$ cat config.mk
export PLATFORM = sky130hd
export DESIGN_NAME = reg_file_rd_server_flat
export DESIGN_NICKNAME = d
export VERILOG_FILES = /design/src/rtl/reg_file_rd_server_if.sv /design/src/rtl/reg_file_rd_server.sv /design/src/flat_wrapper.sv
export SDC_FILE = /design/constraint.sdc
export NUM_CORES = 2
export LEC_CHECK = 0
export ABC_CLOCK_PERIOD_IN_PS = 3180
export CAP_MARGIN = 10
export CORE_UTILIZATION = 65
export CTS_BUF_LIST = sky130_fd_sc_hd__clkbuf_4 sky130_fd_sc_hd__clkbuf_8
export DETAILED_ROUTE_END_ITERATION = 7
export PLACE_DENSITY = 0.82
export RECOVER_POWER = 25
export SYNTH_ARGS = -nofsm -noshare
export SYNTH_HDL_FRONTEND = slang
export SYNTH_SLANG_ARGS = --single-unit
export TNS_END_PERCENT = 50
$ cat constraint.sdc
create_clock -name clk -period 3.18 [get_ports clk]
set_clock_uncertainty 0.05 [all_clocks]
set_input_delay 0.636 -clock clk [delete_from_list [all_inputs] [get_ports clk]]
set_output_delay 0.636 -clock clk [all_outputs]
set_load 0.05 [all_outputs]
$ cat src/rtl/reg_file_rd_server_if.sv
// Bus bundle for reg_file_rd_server: two read-port handshakes
// (addr/en -> data/st), the write-back write port and the reserve port.
// The responder uses the slave modport; the requester side uses master.
interface reg_file_rd_server_if #(
  parameter int WIDTH        = 32,
  parameter int REG_ADDR_LEN = 5
);
  logic [REG_ADDR_LEN-1:0] Rd1_addr;
  logic                    Rd1_en;
  logic [WIDTH-1:0]        Rd1_data;
  logic                    Rd1_st;

  logic [REG_ADDR_LEN-1:0] Rd2_addr;
  logic                    Rd2_en;
  logic [WIDTH-1:0]        Rd2_data;
  logic                    Rd2_st;

  logic [REG_ADDR_LEN-1:0] Wr_addr;
  logic [WIDTH-1:0]        Wr_data;
  logic                    Wr_en;

  logic [REG_ADDR_LEN-1:0] Rsv_addr;
  logic                    Rsv_en;

  modport master (
    output Rd1_addr, Rd1_en, input Rd1_data, Rd1_st,
    output Rd2_addr, Rd2_en, input Rd2_data, Rd2_st,
    output Wr_addr, Wr_data, Wr_en,
    output Rsv_addr, Rsv_en
  );

  modport slave (
    input Rd1_addr, Rd1_en, output Rd1_data, Rd1_st,
    input Rd2_addr, Rd2_en, output Rd2_data, Rd2_st,
    input Wr_addr, Wr_data, Wr_en,
    input Rsv_addr, Rsv_en
  );
endinterface

$ cat src/rtl/reg_file_rd_server.sv
// Register file responder with a per-register pending scoreboard.
// R0 reads as zero and ignores writes. Each of the two read ports runs a
// small IDLE/WAIT FSM: a read of a pending register parks in WAIT until the
// write-back stage writes that register.
// Optional feature macro: REGFILE_BYPASS_EN -- forwards same-edge write data
// straight to a read of the same register (including a waiting read).
module reg_file_rd_server #(
  parameter int WIDTH        = 32,
  parameter int REG_ADDR_LEN = 5
) (
  input logic                clk,
  input logic                rst_n,
  reg_file_rd_server_if.slave bus
);

  localparam int NPORT = 2;
  localparam int DEPTH = 2 ** REG_ADDR_LEN;
  localparam logic [REG_ADDR_LEN-1:0] ADDR_ZERO = {REG_ADDR_LEN{1'b0}};
  localparam logic [WIDTH-1:0]        DATA_ZERO = {WIDTH{1'b0}};

  typedef enum logic [0:0] {
    RD_IDLE = 1'b0,
    RD_WAIT = 1'b1
  } rd_state_e;

  // Storage and scoreboard
  logic [WIDTH-1:0] mem_q [DEPTH];
  logic [WIDTH-1:0] mem_d [DEPTH];
  logic [DEPTH-1:0] pend_q;
  logic [DEPTH-1:0] pend_d;

  // Per-port read FSM state
  rd_state_e               state_q [NPORT];
  rd_state_e               state_d [NPORT];
  logic [REG_ADDR_LEN-1:0] lat_q   [NPORT];
  logic [REG_ADDR_LEN-1:0] lat_d   [NPORT];
  logic [WIDTH-1:0]        data_q  [NPORT];
  logic [WIDTH-1:0]        data_d  [NPORT];
  logic                    st_q    [NPORT];
  logic                    st_d    [NPORT];

  // Port inputs gathered into arrays so both FSMs share one description
  logic [REG_ADDR_LEN-1:0] rd_addr_s [NPORT];
  logic                    rd_en_s   [NPORT];
  logic                    wr_live_s;
  logic                    rsv_live_s;

  assign rd_addr_s[0] = bus.Rd1_addr;
  assign rd_addr_s[1] = bus.Rd2_addr;
  assign rd_en_s[0]   = bus.Rd1_en;
  assign rd_en_s[1]   = bus.Rd2_en;

  // Writes and reserves to R0 are dropped at the source
  assign wr_live_s  = bus.Wr_en  && (bus.Wr_addr  != ADDR_ZERO);
  assign rsv_live_s = bus.Rsv_en && (bus.Rsv_addr != ADDR_ZERO);

  assign bus.Rd1_data = data_q[0];
  assign bus.Rd1_st   = st_q[0];
  assign bus.Rd2_data = data_q[1];
  assign bus.Rd2_st   = st_q[1];

  // Next register contents and scoreboard: a reserve on the same edge as a write wins
  always_comb begin
    for (int i = 0; i < DEPTH; i++) begin
      mem_d[i] = mem_q[i];
    end
    pend_d = pend_q;
    if (wr_live_s) begin
      mem_d[bus.Wr_addr]  = bus.Wr_data;
      pend_d[bus.Wr_addr] = 1'b0;
    end else begin
      pend_d = pend_d;
    end
    if (rsv_live_s) begin
      pend_d[bus.Rsv_addr] = 1'b1;
    end else begin
      pend_d = pend_d;
    end
  end

  // Read FSMs: strobe is a single-cycle pulse, data holds between strobes
  always_comb begin
    for (int p = 0; p < NPORT; p++) begin
      state_d[p] = state_q[p];
      lat_d[p]   = lat_q[p];
      data_d[p]  = data_q[p];
      st_d[p]    = 1'b0;
      case (state_q[p])
        RD_IDLE: begin
          if (!rd_en_s[p]) begin
            st_d[p] = 1'b0;
          end else if (rd_addr_s[p] == ADDR_ZERO) begin
            data_d[p] = DATA_ZERO;
            st_d[p]   = 1'b1;
`ifdef REGFILE_BYPASS_EN
          end else if (wr_live_s && (bus.Wr_addr == rd_addr_s[p])) begin
            // Same-edge write to the requested register: forward it, pending or not
            data_d[p] = bus.Wr_data;
            st_d[p]   = 1'b1;
`endif
          end else if (pend_q[rd_addr_s[p]]) begin
            lat_d[p]   = rd_addr_s[p];
            state_d[p] = RD_WAIT;
          end else begin
            data_d[p] = mem_q[rd_addr_s[p]];
            st_d[p]   = 1'b1;
          end
        end
        RD_WAIT: begin
          if (!pend_q[lat_q[p]]) begin
            data_d[p]  = mem_q[lat_q[p]];
            st_d[p]    = 1'b1;
            state_d[p] = RD_IDLE;
`ifdef REGFILE_BYPASS_EN
          end else if (wr_live_s && (bus.Wr_addr == lat_q[p])) begin
            // Release on the write edge itself rather than one cycle later
            data_d[p]  = bus.Wr_data;
            st_d[p]    = 1'b1;
            state_d[p] = RD_IDLE;
`endif
          end else begin
            state_d[p] = RD_WAIT;
          end
        end
        default: begin
          state_d[p] = RD_IDLE;
        end
      endcase
    end
  end

  // Register file and scoreboard state
  always_ff @(posedge clk or negedge rst_n) begin
    if (!rst_n) begin
      for (int i = 0; i < DEPTH; i++) begin
        mem_q[i] <= DATA_ZERO;
      end
      pend_q <= {DEPTH{1'b0}};
    end else begin
      for (int i = 0; i < DEPTH; i++) begin
        mem_q[i] <= mem_d[i];
      end
      pend_q <= pend_d;
    end
  end

  // Read port FSM state and registered outputs; reset aborts any waiting request
  always_ff @(posedge clk or negedge rst_n) begin
    if (!rst_n) begin
      for (int p = 0; p < NPORT; p++) begin
        state_q[p] <= RD_IDLE;
        lat_q[p]   <= ADDR_ZERO;
        data_q[p]  <= DATA_ZERO;
        st_q[p]    <= 1'b0;
      end
    end else begin
      for (int p = 0; p < NPORT; p++) begin
        state_q[p] <= state_d[p];
        lat_q[p]   <= lat_d[p];
        data_q[p]  <= data_d[p];
        st_q[p]    <= st_d[p];
      end
    end
  end

endmodule

$ cat src/flat_wrapper.sv
// flat-port wrapper written by rule: the top's interface ports become plain ports
module reg_file_rd_server_flat 
#(
  parameter int WIDTH        = 32,
  parameter int REG_ADDR_LEN = 5
)
  (clk, rst_n, bus_Rd1_addr, bus_Rd1_en, bus_Rd1_data, bus_Rd1_st, bus_Rd2_addr, bus_Rd2_en, bus_Rd2_data, bus_Rd2_st, bus_Wr_addr, bus_Wr_data, bus_Wr_en, bus_Rsv_addr, bus_Rsv_en);
  reg_file_rd_server_if #(.WIDTH(WIDTH), .REG_ADDR_LEN(REG_ADDR_LEN)) bus_i ();
  input logic clk;
  input logic rst_n;
  input wire logic [$bits(bus_i.Rd1_addr)-1:0] bus_Rd1_addr;
  input wire logic [$bits(bus_i.Rd1_en)-1:0] bus_Rd1_en;
  output wire logic [$bits(bus_i.Rd1_data)-1:0] bus_Rd1_data;
  output wire logic [$bits(bus_i.Rd1_st)-1:0] bus_Rd1_st;
  input wire logic [$bits(bus_i.Rd2_addr)-1:0] bus_Rd2_addr;
  input wire logic [$bits(bus_i.Rd2_en)-1:0] bus_Rd2_en;
  output wire logic [$bits(bus_i.Rd2_data)-1:0] bus_Rd2_data;
  output wire logic [$bits(bus_i.Rd2_st)-1:0] bus_Rd2_st;
  input wire logic [$bits(bus_i.Wr_addr)-1:0] bus_Wr_addr;
  input wire logic [$bits(bus_i.Wr_data)-1:0] bus_Wr_data;
  input wire logic [$bits(bus_i.Wr_en)-1:0] bus_Wr_en;
  input wire logic [$bits(bus_i.Rsv_addr)-1:0] bus_Rsv_addr;
  input wire logic [$bits(bus_i.Rsv_en)-1:0] bus_Rsv_en;
  assign bus_i.Rd1_addr = bus_Rd1_addr;
  assign bus_i.Rd1_en = bus_Rd1_en;
  assign bus_Rd1_data = bus_i.Rd1_data;
  assign bus_Rd1_st = bus_i.Rd1_st;
  assign bus_i.Rd2_addr = bus_Rd2_addr;
  assign bus_i.Rd2_en = bus_Rd2_en;
  assign bus_Rd2_data = bus_i.Rd2_data;
  assign bus_Rd2_st = bus_i.Rd2_st;
  assign bus_i.Wr_addr = bus_Wr_addr;
  assign bus_i.Wr_data = bus_Wr_data;
  assign bus_i.Wr_en = bus_Wr_en;
  assign bus_i.Rsv_addr = bus_Rsv_addr;
  assign bus_i.Rsv_en = bus_Rsv_en;
  reg_file_rd_server #(.WIDTH(WIDTH), .REG_ADDR_LEN(REG_ADDR_LEN)) u_core (.clk(clk), .rst_n(rst_n), .bus(bus_i));
endmodule
==> impl_metrics.toml <==
[power_and_ir_drop]
leakage_uw = 0.03545
power_per_cell_area_nw_per_um2 = 815.0
max-vdd-ir-drop_v = 0.0007558

[setup_path]
start_kind = "flop"
end_kind = "flop"
critPathKind = "flop to flop"
worstPathArrival_ps = 3900
crit_required_ps = 3970
reg2reg_depth = 8
cp_max_fo = 24

[sta]
fin_hold_ws_ps = 274.7
fin_crit_sh_pct = 97.91
hold_violations = 0
final-max-slew-violation-count = 163
max_slew_margin_pct = -5.389
rsz0062_at_grt = "no"
min_period_ps = 3114
tightest_slew_ps = 1581
setup_viol = 0
fmax_mhz = 321.2

[logic_synthesis]
ys_seq_area_share_pct = 37.41
syn_area_um2 = 75850
yosys_warnings = 0
ys_async_sr_fraction_pct = 100.0
synth_area_per_cell_um2 = 15.25
syn_inst = 4973
synth_cell_type_count = 42
synth_edf_count = 0
yosys_register_bits = 1134
synth_fp_nets = 5031
synth-main-ff-cell = "dfrtp_1"

[die]
fp.dieH_um = 343.6
core_um2 = 115000
start_util_pct = 65.98
die_w_um = 343.6
die_area_um2 = 118100
row_count = 124
pin_count = 124

[run_status]
status = "finished, violations left"
violations = "slew limit"

[detailed_routing]
drcViolationCount = 0
viasPerCell = 8.187
postRouteWirelength_mm = 251.6
wl_met1_mm = 79.64
avgRoutedWirePerCell_um = 37.90
num_vias = 54360
drtPass1Iterations = 6
wl_met2_mm = 114.7
top_layer_used = "met5"
routed-wl-met3_mm = 36.01
drtAntennaViolNets = 0
first_iter_violations = 7944

[global_route]
grt_pass1_vias = 54820
antenna_found_initial = 13
grt_max_degree = 163
grtUsageTotal_pct = 43.74
grt_pass1_wl_mm = 368.4
grt-ovfl-total = 0

[final_layout]
layout-area-overhead-vs-synth_pct = 11.54
drive_gt1_share_pct = 55.46
final_cell_mix = "dfrtp_1 (1122), mux4_2 (1094), mux2_2 (1038)"
nNetsFinal = 5029
finish.utilization_pct = 73.59
layout_commonest_cell = "dfrtp_1"
num-fill-cells = 7001

[clock_network]
clk_pin_slew_ps = 70
clock_latency_ps = 970
cts_made_buffers = 189
htreeDepth = 4
clock_path_buffers = 3
clock-root-buffer = "clkbuf_8"
cts_tree = "done"
cts.repair.resized = 0
clock-sinks = 1134

[worst_hold_path]
hold_path.class = "input port to flop"
hold_depth = 4

[place]
dpl.hpwl_mm = 144.1
port_buffers = 123
routabilityCongestion = 0.8851

[job]
maxCapViolCount = 0
[power breakdown]
group          total [µW]  switching (µW)  internal [µW]
sequential          21600            4070          17500
clock               14400            6210           8220
combinational       32900           15800          17100
[cell families (layout without fill, tap and decap cells)]
kind of cell	Yosys count	after routing	synth area share, %
AO/OA/AOI/OAI	323	323	3.020
buffers and inverters	620	752	3.420
flip-flops	1134	1134	37.41
multiplexers	2615	2615	54.46
other	0	22	0
AND/OR/NAND/NOR	281	281	1.688
[synth_stat cells (10+ instances only)]
cell,number,area (µm²)
dfrtp_1,1134,28380
o22ai_1,10,62.56
mux2_4,29,435.4
nor2b_1,18,112.6
buf_1,113,424.2
a2bb2oi_1,44,385.4
nand3_1,76,380.4
buf_2,139,695.7
buf_4,10,75.07
inv_1,17,63.81
mux2i_1,454,4544
o21ai_0,78,390.4
mux2_2,1038,11690
a22oi_1,171,1284
mux4_2,1094,24640
a22o_1,10,87.58
clkbuf_1,332,1246
nor2_1,16,60.06
nand2_1,141,529.3
[cell type report]
type	instances	area, µm²	area share (%)
Clock buffer	288	3645	4.308
Clock inverter	37	509.2	0.6019
Antenna cell	22	55.05	0.06507
Timing Repair Buffer	410	4833	5.713
Inverter	17	63.81	0.07542
Tap cell	1512	1892	2.236
Sequential cell	1134	28410	33.58
Multi-Input combinational cell	3219	45200	53.42
[path summary, 6_finish.rpt]
check                                   start                       to  slack, ps
max                           u_core.lat_q[6]  u_core.bus.Rd1_data[29]         70
min                           bus_Rd2_addr[0]          u_core.lat_q[0]        270
max reg2reg                   u_core.lat_q[6]  u_core.bus.Rd1_data[29]         70
min reg2reg                u_core.mem_q[1011]       u_core.mem_q[1011]        390
max in group asynchronous               rst_n        u_core.mem_q[977]        450
min in group asynchronous               rst_n        u_core.mem_q[448]        320
[registers in the layout, indices dropped and copies added, names as in the netlist]
register             flops
u_core.bus.Rd1_st        1
u_core.lat_q            10
u_core.mem_q          1024
u_core.state_q           2
u_core.pend_q           32
u_core.bus.Rd1_data     32
u_core.bus.Rd2_st        1
u_core.bus.Rd2_data     32
[worst max-delay path, cell delays in order, from the launching register on]
cell       delay [ps]
dfrtp_4           690
buf_4             280
buf_4             420
mux4_2            400
mux4_2            490
a2bb2oi_1         160
nand3_1           110
o21ai_0            90
mux2_4            280
[through the flow]
| step | instances | TNS (ps) | setup WS [ps] | instance area, µm² | power (µW) |
|---|---|---|---|---|---|
| after detailed placement | 6288 | -528.9 | -38.78 | 80500 | 53800 |
| final | 6639 | 0 | 66.37 | 84600 | 68950 |
| after global routing | 6621 | 0 | 84.51 | 84560 | 71070 |
| after floorplan | 4973 | 0 | 321.7 | 75850 | 43610 |
| after CTS | 6617 | 0 | 142.6 | 84690 | 68180 |
| after global placement | 6288 | 0 | 19.49 | 80500 | 52900 |
[per-layer routing]
metal	up-vias	track usage, %
met5	-	0.3205
met4	6	31.44
met3	1361	15.29
met2	4882	65.24
met1	27890	53.43
li1	20220	-
[repair_timing]
action                    CTS  global route
hold endpoints to repair  416             0
hold buffers                4             0
buffers inserted            0             0
(Power assumes the default switching activity.)
